**src/rtl/div_pkg.sv**
```systemverilog
// ============================================================================
// Module   : div_pkg
// Brief    : Shared definitions for the division datapath and its control FSM.
// Revision : 1.0 - initial release
// ============================================================================
`default_nettype none

package div_pkg;

  localparam int DIV_WIDTH = 8;

  localparam int CTL_LOAD  = 0;
  localparam int CTL_SHL   = 1;
  localparam int CTL_SUB   = 2;
  localparam int CTL_ADD   = 3;
  localparam int CTL_SHR   = 4;
  localparam int CTL_CAP_N = 5;
  localparam int CTL_EN    = 6;
  localparam int CTL_W     = 7;

  typedef logic [CTL_W-1:0] ctl_t;

  typedef enum logic [2:0] {
    OP_NONE = 3'd0,
    OP_LOAD = 3'd1,
    OP_SUB  = 3'd2,
    OP_ADD  = 3'd3,
    OP_SHL  = 3'd4,
    OP_SHR  = 3'd5
  } op_e;

  // Single arithmetic op per cycle: LOAD > SUB > ADD > SHL > SHR.
  function automatic op_e decode_op(input ctl_t c);
    if (c[CTL_LOAD]) return OP_LOAD;
    if (c[CTL_SUB])  return OP_SUB;
    if (c[CTL_ADD])  return OP_ADD;
    if (c[CTL_SHL])  return OP_SHL;
    if (c[CTL_SHR])  return OP_SHR;
    return OP_NONE;
  endfunction

endpackage

`default_nettype wire

```
**src/rtl/div_datapath_if.sv**
```systemverilog
// ============================================================================
// Module   : div_datapath_if
// Brief    : Control strobes, operands and status/result bus of div_datapath.
// Revision : 1.0 - initial release
// ============================================================================
`default_nettype none

interface div_datapath_if #(
  parameter int WIDTH = div_pkg::DIV_WIDTH
);
  import div_pkg::*;

  ctl_t             ctl;
  logic [WIDTH-1:0] dividend;
  logic [WIDTH-1:0] divisor;
  logic [WIDTH-1:0] a_o;
  logic [WIDTH-1:0] k_o;
  logic [WIDTH-1:0] w_o;
  logic             e_o;
  logic             ge2k_o;
  logic             wone_o;
  logic [WIDTH-1:0] quotient;
  logic [WIDTH-1:0] remainder;
  logic             valid_o;
  logic             err_o;

  modport master (
    output ctl, dividend, divisor,
    input  a_o, k_o, w_o, e_o, ge2k_o, wone_o, quotient, remainder, valid_o, err_o
  );

  modport slave (
    input  ctl, dividend, divisor,
    output a_o, k_o, w_o, e_o, ge2k_o, wone_o, quotient, remainder, valid_o, err_o
  );

endinterface

`default_nettype wire

```
**src/rtl/div_addsub.sv**
```systemverilog
// ============================================================================
// Module   : div_addsub
// Brief    : WIDTH+1-bit add/subtract with borrow out, plus A >= 2*K compare.
// Revision : 1.0 - initial release
// ============================================================================
`default_nettype none

module div_addsub #(
  parameter int WIDTH = 8
) (
  input  logic [WIDTH-1:0] i_a,
  input  logic [WIDTH-1:0] i_b,
  input  logic             i_sub,
  output logic [WIDTH-1:0] o_result,
  output logic             o_borrow,
  output logic             o_ge2k
);

  logic [WIDTH:0] w_full;

  always_comb begin
    if (i_sub) begin
      w_full = {1'b0, i_a} - {1'b0, i_b};
    end else begin
      w_full = {1'b0, i_a} + {1'b0, i_b};
    end
    o_result = w_full[WIDTH-1:0];
    o_borrow = i_sub & w_full[WIDTH];
    // 2*K is formed by widening K one bit, so it never overflows.
    o_ge2k   = ({1'b0, i_a} >= {i_b, 1'b0});
  end

endmodule

`default_nettype wire

```
**src/rtl/div_datapath.sv**
```systemverilog
// ============================================================================
// Module   : div_datapath
// Brief    : Restoring-division datapath (A, K, W, Q, E) executing FSM strobes.
//            Optional DP_DIVZERO_GUARD_EN adds a sticky divide-by-zero flag.
// Revision : 1.0 - initial release
// ============================================================================
`default_nettype none

module div_datapath
  import div_pkg::*;
#(
  parameter int WIDTH = DIV_WIDTH
) (
  input  logic          clk,
  input  logic          rst_n,
  div_datapath_if.slave bus
);

  localparam logic [WIDTH-1:0] c_one = {{(WIDTH-1){1'b0}}, 1'b1};

  logic [WIDTH-1:0] r_a;
  logic [WIDTH-1:0] r_k;
  logic [WIDTH-1:0] r_w;
  logic [WIDTH-1:0] r_q;
  logic             r_e;
  logic [WIDTH-1:0] r_quo;
  logic [WIDTH-1:0] r_rem;
  logic             r_valid;

  op_e              w_op;
  logic             w_cap;
  logic             w_shl_ok;
  logic             w_blocked;
  logic [WIDTH-1:0] w_sum;
  logic             w_borrow;
  logic             w_ge2k;
  logic [WIDTH-1:0] w_cap_q;

  always_comb begin
    w_op     = bus.ctl[CTL_EN] ? decode_op(bus.ctl) : OP_NONE;
    w_cap    = bus.ctl[CTL_EN] & ~bus.ctl[CTL_CAP_N];
    w_shl_ok = ~r_k[WIDTH-1] & ~r_w[WIDTH-1];
  end

  div_addsub #(
    .WIDTH (WIDTH)
  ) u_addsub (
    .i_a      (r_a),
    .i_b      (r_k),
    .i_sub    (w_op != OP_ADD),
    .o_result (w_sum),
    .o_borrow (w_borrow),
    .o_ge2k   (w_ge2k)
  );

`ifdef DP_DIVZERO_GUARD_EN
  logic r_err;

  // Sticky until a LOAD brings a nonzero divisor.
  always_ff @(posedge clk or negedge rst_n) begin
    if (!rst_n) begin
      r_err <= 1'b0;
    end else if (w_op == OP_LOAD) begin
      r_err <= (bus.divisor == '0);
    end
  end

  assign w_blocked  = r_err;
  assign w_cap_q    = r_err ? '1 : r_q;
  assign bus.err_o  = r_err;
`else
  assign w_blocked  = 1'b0;
  assign w_cap_q    = r_q;
  assign bus.err_o  = 1'b0;
`endif

  always_ff @(posedge clk or negedge rst_n) begin
    if (!rst_n) begin
      r_a <= '0;
      r_k <= '0;
      r_w <= '0;
      r_q <= '0;
      r_e <= 1'b0;
    end else begin
      case (w_op)
        OP_LOAD: begin
          r_a <= bus.dividend;
          r_k <= bus.divisor;
          r_w <= c_one;
          r_q <= '0;
          r_e <= 1'b0;
        end
        OP_SUB: begin
          if (!w_blocked) begin
            // A keeps the wrapped difference on borrow; ADD restores it later.
            r_a <= w_sum;
            r_e <= ~w_borrow;
            if (!w_borrow) begin
              r_q <= r_q | r_w;
            end
          end
        end
        OP_ADD: begin
          if (!w_blocked) begin
            r_a <= w_sum;
          end
        end
        OP_SHL: begin
          if (!w_blocked && w_shl_ok) begin
            r_k <= r_k << 1;
            r_w <= r_w << 1;
          end
        end
        OP_SHR: begin
          if (!w_blocked) begin
            r_k <= r_k >> 1;
            r_w <= r_w >> 1;
          end
        end
        default: begin
        end
      endcase
    end
  end

  // Capture samples pre-edge Q/A, independent of the op in the same cycle.
  always_ff @(posedge clk or negedge rst_n) begin
    if (!rst_n) begin
      r_quo   <= '0;
      r_rem   <= '0;
      r_valid <= 1'b0;
    end else begin
      r_valid <= w_cap;
      if (w_cap) begin
        r_quo <= w_cap_q;
        r_rem <= r_a;
      end
    end
  end

  assign bus.a_o       = r_a;
  assign bus.k_o       = r_k;
  assign bus.w_o       = r_w;
  assign bus.e_o       = r_e;
  assign bus.ge2k_o    = w_ge2k;
  assign bus.wone_o    = (r_w == c_one);
  assign bus.quotient  = r_quo;
  assign bus.remainder = r_rem;
  assign bus.valid_o   = r_valid;

endmodule

`default_nettype wire

```
**src/flat_wrapper.sv**
```systemverilog
// flat-port wrapper written by rule: the top's interface ports become plain ports
module div_datapath_flat import div_pkg::*;
#(
  parameter int WIDTH = DIV_WIDTH
)
  (clk, rst_n, bus_ctl, bus_dividend, bus_divisor, bus_a_o, bus_k_o, bus_w_o, bus_e_o, bus_ge2k_o, bus_wone_o, bus_quotient, bus_remainder, bus_valid_o, bus_err_o);
  div_datapath_if #(.WIDTH(WIDTH)) bus_i ();
  input  logic clk;
  input  logic rst_n;
  input wire logic [$bits(bus_i.ctl)-1:0] bus_ctl;
  input wire logic [$bits(bus_i.dividend)-1:0] bus_dividend;
  input wire logic [$bits(bus_i.divisor)-1:0] bus_divisor;
  output wire logic [$bits(bus_i.a_o)-1:0] bus_a_o;
  output wire logic [$bits(bus_i.k_o)-1:0] bus_k_o;
  output wire logic [$bits(bus_i.w_o)-1:0] bus_w_o;
  output wire logic [$bits(bus_i.e_o)-1:0] bus_e_o;
  output wire logic [$bits(bus_i.ge2k_o)-1:0] bus_ge2k_o;
  output wire logic [$bits(bus_i.wone_o)-1:0] bus_wone_o;
  output wire logic [$bits(bus_i.quotient)-1:0] bus_quotient;
  output wire logic [$bits(bus_i.remainder)-1:0] bus_remainder;
  output wire logic [$bits(bus_i.valid_o)-1:0] bus_valid_o;
  output wire logic [$bits(bus_i.err_o)-1:0] bus_err_o;
  assign bus_i.ctl = bus_ctl;
  assign bus_i.dividend = bus_dividend;
  assign bus_i.divisor = bus_divisor;
  assign bus_a_o = bus_i.a_o;
  assign bus_k_o = bus_i.k_o;
  assign bus_w_o = bus_i.w_o;
  assign bus_e_o = bus_i.e_o;
  assign bus_ge2k_o = bus_i.ge2k_o;
  assign bus_wone_o = bus_i.wone_o;
  assign bus_quotient = bus_i.quotient;
  assign bus_remainder = bus_i.remainder;
  assign bus_valid_o = bus_i.valid_o;
  assign bus_err_o = bus_i.err_o;
  div_datapath #(.WIDTH(WIDTH)) u_core (.clk(clk), .rst_n(rst_n), .bus(bus_i));
endmodule
```
**config.mk**
```make
export PLATFORM = sky130hd
export DESIGN_NAME = div_datapath_flat
export DESIGN_NICKNAME = d
export VERILOG_FILES = /design/src/rtl/div_pkg.sv /design/src/rtl/div_datapath_if.sv /design/src/rtl/div_addsub.sv /design/src/rtl/div_datapath.sv /design/src/flat_wrapper.sv
export SDC_FILE = /design/constraint.sdc
export NUM_CORES = 1
export LEC_CHECK = 0
export ABC_AREA = 0
export BUFFER_PORTS_ARGS = -buffer_cell sky130_fd_sc_hd__buf_2
export CAP_MARGIN = 5
export CORE_ASPECT_RATIO = 1.2
export CORE_MARGIN = 5
export CORE_UTILIZATION = 48
export DETAILED_ROUTE_END_ITERATION = 10
export PLACE_DENSITY = 0.76
export SLEW_MARGIN = 30
export SYNTH_ARGS = -nofsm -noshare
export SYNTH_HDL_FRONTEND = slang
export SYNTH_SLANG_ARGS = --single-unit
```
**constraint.sdc**
```tcl
create_clock -name clk -period 2.39 [get_ports clk]
set_input_delay 0.717 -clock clk [delete_from_list [all_inputs] [get_ports clk]]
set_output_delay 0.717 -clock clk [all_outputs]
set_load 0.1 [all_outputs]
```
* After elaboration in Yosys (flattened, before gate mapping)
Cells that the tools add are included.
Word-level totals: flip-flop bits (word level) 50, bits in latches 0, bits in writable memories 0, ROM bits 0, input port bits 25, output and inout port bits 45, memories 0
Cells by class: $add $sub $neg 2, multiply operators 0, divide/modulo/power cells 0, order comparisons 1, equality and inequality tests 9, shift-type cells 0, multiplexer cells 35, bitwise operators 8, reduce and logical (&&, ||, !) cells 6
Operator list (count):
- $pmux W8 S3 | 2
- $mux W3 | 11
- $pmux W8 S2 | 2
- $mux W8 | 3
- $mux W1 | 15
- $add A8 B8 Y9 | 1
- $ge A8 B9 Y1 | 1
- $mux W9 | 1
- $sub A8 B8 Y9 | 1
- $eq A8 B1 Y1 const B | 1
- $or A8 B8 Y8 | 1
- $eq A3 B2 Y1 const B | 2
- $eq A3 B3 Y1 const B | 2
- $not A1 Y1 | 4
- $reduce_and A2 Y1 | 2
- $reduce_bool A2 Y1 | 2
- $and A1 B1 Y1 | 3
- $eq A3 B1 Y1 const B | 1
- $ne A3 B2 Y1 const B | 1
- $reduce_bool A3 Y1 | 1
- $ne A2 B1 Y1 const B | 1
- $ne A2 B2 Y1 const B | 1
- $pmux W1 S2 | 1
- $reduce_or A2 Y1 | 1

* Logic depth before layout (Yosys ltp)
word-level depth 22, mapped depth 10, mapped depth without buffers 10

* By module
A second synthesis with hierarchy kept.
Second synthesis, totals: cell total of the unflattened synthesis 287, area, all modules 2964.1 um^2
By module, submodules not included:
- div_datapath | instances 1, cells an instance 199, area each 2307.2 um^2, seq. area each 1251.2 um^2
- div_addsub | instances 1, cells an instance 88, area each 656.9 um^2, seq. area each 0.0 um^2

* Least setup slack after synthesis
No wires, ideal clock.
kind reg2out, start register u_core.r_k[2] (netlist: u_core.bus.k_o[2]), end output port bus_ge2k_o, arrival 3.974 ns, required time 1.673 ns, path slack -2.301 ns, stages on the path, launching flop included 7, buffers on the path 0, path through dfrtp_1 -> inv_1 -> ha_1 -> nand2_1 -> o21ai_0 -> nand4_1 -> a211oi_1
On the way: longest elaborated chain between the ends 1
Ends and longest elaborated chain:
- start, declared | line div_datapath.sv:22 | logic [WIDTH-1:0] r_k;
- start signal, assigned | line div_datapath.sv:88 | r_k <= bus.divisor;
- start signal, assigned | line div_datapath.sv:110 | r_k <= r_k << 1;
- start signal, assigned | line div_datapath.sv:116 | r_k <= r_k >> 1;
- $ge A8 B9 Y1 | line div_addsub.sv:30 | o_ge2k = ({1'b0, i_a} >= {i_b, 1'b0});
- end, declared | line flat_wrapper.sv:17 | output wire logic [$bits(bus_i.ge2k_o)-1:0] bus_ge2k_o;
No other way between the ends.

* Final worst setup path
start input port bus_ctl[0], end register u_core.r_a[7] (netlist: u_core.bus.a_o[7])
On the way: longest elaborated chain between the ends 6, elaborated cells between the ends (all ways) 11, those cells by class eq/ne: 4; mux: 5; reduce/logical: 2
Ends and longest elaborated chain:
- start, declared | line flat_wrapper.sv:10 | input wire logic [$bits(bus_i.ctl)-1:0] bus_ctl;
- $mux W1 (*) | line div_pkg.sv:34 | if (c[CTL_LOAD]) return OP_LOAD;
- $mux W3 (*) | line div_pkg.sv:35 | if (c[CTL_SUB]) return OP_SUB;
- $mux W3 (*) | line div_datapath.sv:40 | w_op = bus.ctl[CTL_EN] ? decode_op(bus.ctl) : OP_NONE;
- $ne A3 B2 Y1 or $eq A3 B2 Y1 (tied branches) | line div_datapath.sv:50, div_datapath.sv:85
- $mux W9 or $reduce_or A2 Y1 (tied branches)
- $pmux W8 S2 or $reduce_bool A2 Y1 (tied branches)
- end signal, assigned | line div_datapath.sv:87 | r_a <= bus.dividend;
- end signal, assigned | line div_datapath.sv:96 | r_a <= w_sum;
- end signal, assigned | line div_datapath.sv:105 | r_a <= w_sum;
- end, declared | line div_datapath.sv:21 | logic [WIDTH-1:0] r_a;
Mark *: on every way between the ends. The rest lies on a longest branch, timed or not. A chain may end at the register's enable or synchronous reset.

==> results_dict.tcl <==
set metrics [dict create \
    outcome "finished, violations left" \
    violations "setup timing" \
    drcViolationCount 0 \
    clock.fmax_ghz 0.361 \
    relSlewSlack_pct 51.2 \
    async_flop_share_pct 100 \
    final_layout_size_suffix_gt1_share_pct 52.2 \
    cts_root_buf "clkbuf_8" \
    holdCritPathClass "input port to asynchronous set/reset pin" \
    grt_usage_pct 21.0 \
    design_area_um2 3960 \
    period_needed_ns 2.77 \
    syn-num-nets 303 \
    dpl.hpwl_um 5410 \
    vdd_ir_drop_max_mv 0.997 \
    worst_hold_slack_ns 0.445 \
    synthFlopType "dfrtp_1" \
    area_growth_pct 44.2 \
    power_density_nw_per_um2 1320 \
    worst_pin_slew_ns 0.732 \
    synth_commonest_cells "dfrtp_1 (50), nor2_1 (22), a21oi_1 (17)" \
    cp_max_fo 4 \
    dieWidth_um 79.1 \
    antenna_found_initial 0 \
    gp_congestion 0.844 \
    yosys_register_bits 50 \
    crit_arrival_ns 2.95 \
    io_pins 70 \
    synthTopCellsByArea "dfrtp_1 (46%), ha_1 (7.3%), mux2_2 (5.7%)" \
    p_leak_nw 1.88 \
    cts_buffers 5 \
    placed_cell_area_um2 3480 \
    met2_usage_pct 36.0 \
    synthesis.area_um2 2750 \
    ant_nets 0 \
    dieArea_um2 7340 \
    r2r_slack_ns -0.32 \
    htree_levels 2 \
    gr-usage-met3_pct 3.99 \
    tns_ns -4.20 \
    startpoint_type "input port" \
    clk_pin_slew_ns 0.11 \
    yosys.area.top_type_share_pct 45.5 \
    ys_warn_count 0 \
    cts_hold_buf 0 \
    io_buffers 68 \
    period_share_pct 116 \
    grt_max_degree 34 \
    maxCapViolCount 0 \
    rows 30 \
    grt_pass1_wl_um 12200 \
    grt_pass1_vias 2464 \
    power_mw 5.24 \
    rsz0062_at_grt "true" \
    antenna_cells 0 \
    totalWireLength_um 8510 \
    start_util_pct 48.8 \
    endpoint_kind "flop" \
    yosysUniqueCellTypes 45 \
    synth_enable_flop_cells 0 \
    die_y_um 92.9 \
    synth-seq-area-share_pct 45.5 \
    dr_total_vias 2541 \
    finalWorstSetupSlack_ns -0.377 \
    use_met1_pct 25.8 \
    clock_path_buffers 2 \
    finalMaxSlewViolations 0 \
    fin_skew_ns 0.0148 \
    syn_area_per_cell_um2 10.5 \
    drt_iter0_markers 149 \
    hold_violations 0 \
    core_um2 5630 \
    tritoncts "done" \
    busiest_layer "met2" \
    clkSinkCount 50 \
    worstPathRequired_ns 2.58 \
    yosysMostFrequentCell "dfrtp_1" \
    synthCells 261 \
    via_per_inst 5.85 \
    setup_viol 15 \
    drt-pass1-iter-count 5 \
    yosys.area.top_type "dfrtp_1" \
    wire_per_inst_um 19.6 \
    overflow 0 \
    final_nets 411 \
    path_class "input port to flop" \
    clk_latency_ns 0.33 \
]
## critical path, stage by stage
cell and delay [ns]:
buf_6 0.09, and2b_2 0.21, nand3b_1 0.20, a31oi_1 0.31
xnor2_1 0.16, ha_1 0.30, a21o_4 0.26, buf_6 0.13
o41ai_4 0.33, xor2_1 0.17, a21oi_1 0.07
## path summary, 6_finish.rpt
kind / start / end / cells after the start
hold reg to reg: u_core.bus.remainder[1] / u_core.bus.remainder[1] / 2
setup reg to reg: u_core.bus.k_o[0] / u_core.bus.a_o[7] / 11
setup / recovery: bus_ctl[0] / u_core.bus.a_o[7] / 11
max in group asynchronous: rst_n / u_core.bus.k_o[7] / 2
min in group clk: u_core.bus.remainder[1] / u_core.bus.remainder[1] / 2
hold / removal: rst_n / u_core.bus.a_o[6] / 1
## per-layer routing
metal / share of wire, % / routed length (um)
met3: 6.1 / 519
met1: 41 / 3460
met2: 51 / 4360
met4: 2.0 / 174
met5: 0 / 0
## power breakdown
group	internal [mW]	switching [mW]
logic	1.06	2.37
clock network	0.217	0.316
registers	1.08	0.203
## final cells by class
class | instances | area, um2
tap | 64 | 80.1
fill | 385 | 1670
sequential | 50 | 1290
multi-input combinational | 189 | 1720
clock buffer | 5 | 68.8
clock inverter | 3 | 28.8
inverter | 12 | 50.0
timing repair buffer | 111 | 728
## what timing repair did
item	4_1_cts	5_1_grt
resized for setup	25	29
gates cloned	1	0
setup buffers	6	5
hold endpoints to repair	0	0
pin swaps	15	23
setup endpoints to repair	15	15
## cells in the final DEF (no fill, tap or decap), drive strengths merged, types with 5 or more instances in the layout
| cell type | count |
|---|---|
| mux2i | 5 |
| a21oi | 17 |
| nor2 | 22 |
| and3 | 5 |
| dfrtp | 50 |
| inv | 13 |
| xnor2 | 8 |
| clkbuf | 5 |
| nand2 | 16 |
| o21ai | 10 |
| a22oi | 13 |
| ha | 16 |
| a22o | 10 |
| a211oi | 6 |
| a31oi | 10 |
| buf | 111 |
| mux2 | 14 |
## registers in the layout (all words and copies together), names as in the netlist
register and count:
u_core.bus.a_o 8, u_core.bus.k_o 8, u_core.bus.quotient 8, u_core.bus.remainder 8, u_core.bus.w_o 8, u_core.r_q 8
u_core.bus.e_o 1, u_core.bus.valid_o 1
## cell families (layout without fill, tap and decap cells)
kind of cell / Yosys count / count (layout) / synth area share, %
AO/OA/AOI/OAI: 78 / 78 / 19.3
AND/OR/NAND/NOR: 61 / 62 / 11.4
flip-flops: 50 / 50 / 45.5
buffers and inverters: 23 / 131 / 4.28
multiplexers: 19 / 19 / 7.56
adder cells (fa/ha/maj): 17 / 17 / 8.01
XOR/XNOR: 12 / 12 / 3.83
other: 1 / 1 / 0.136
## through the flow
step                util (%)  instances  setup WS (ns)
floorplan                  -        261         -0.500
global placement        61.8        415         -0.591
detailed placement      61.8        415         -0.714
CTS                     66.9        430         -0.301
global route            70.4        434         -0.462
finish                  70.4        434         -0.377
Power figures use the tool's default switching activity.
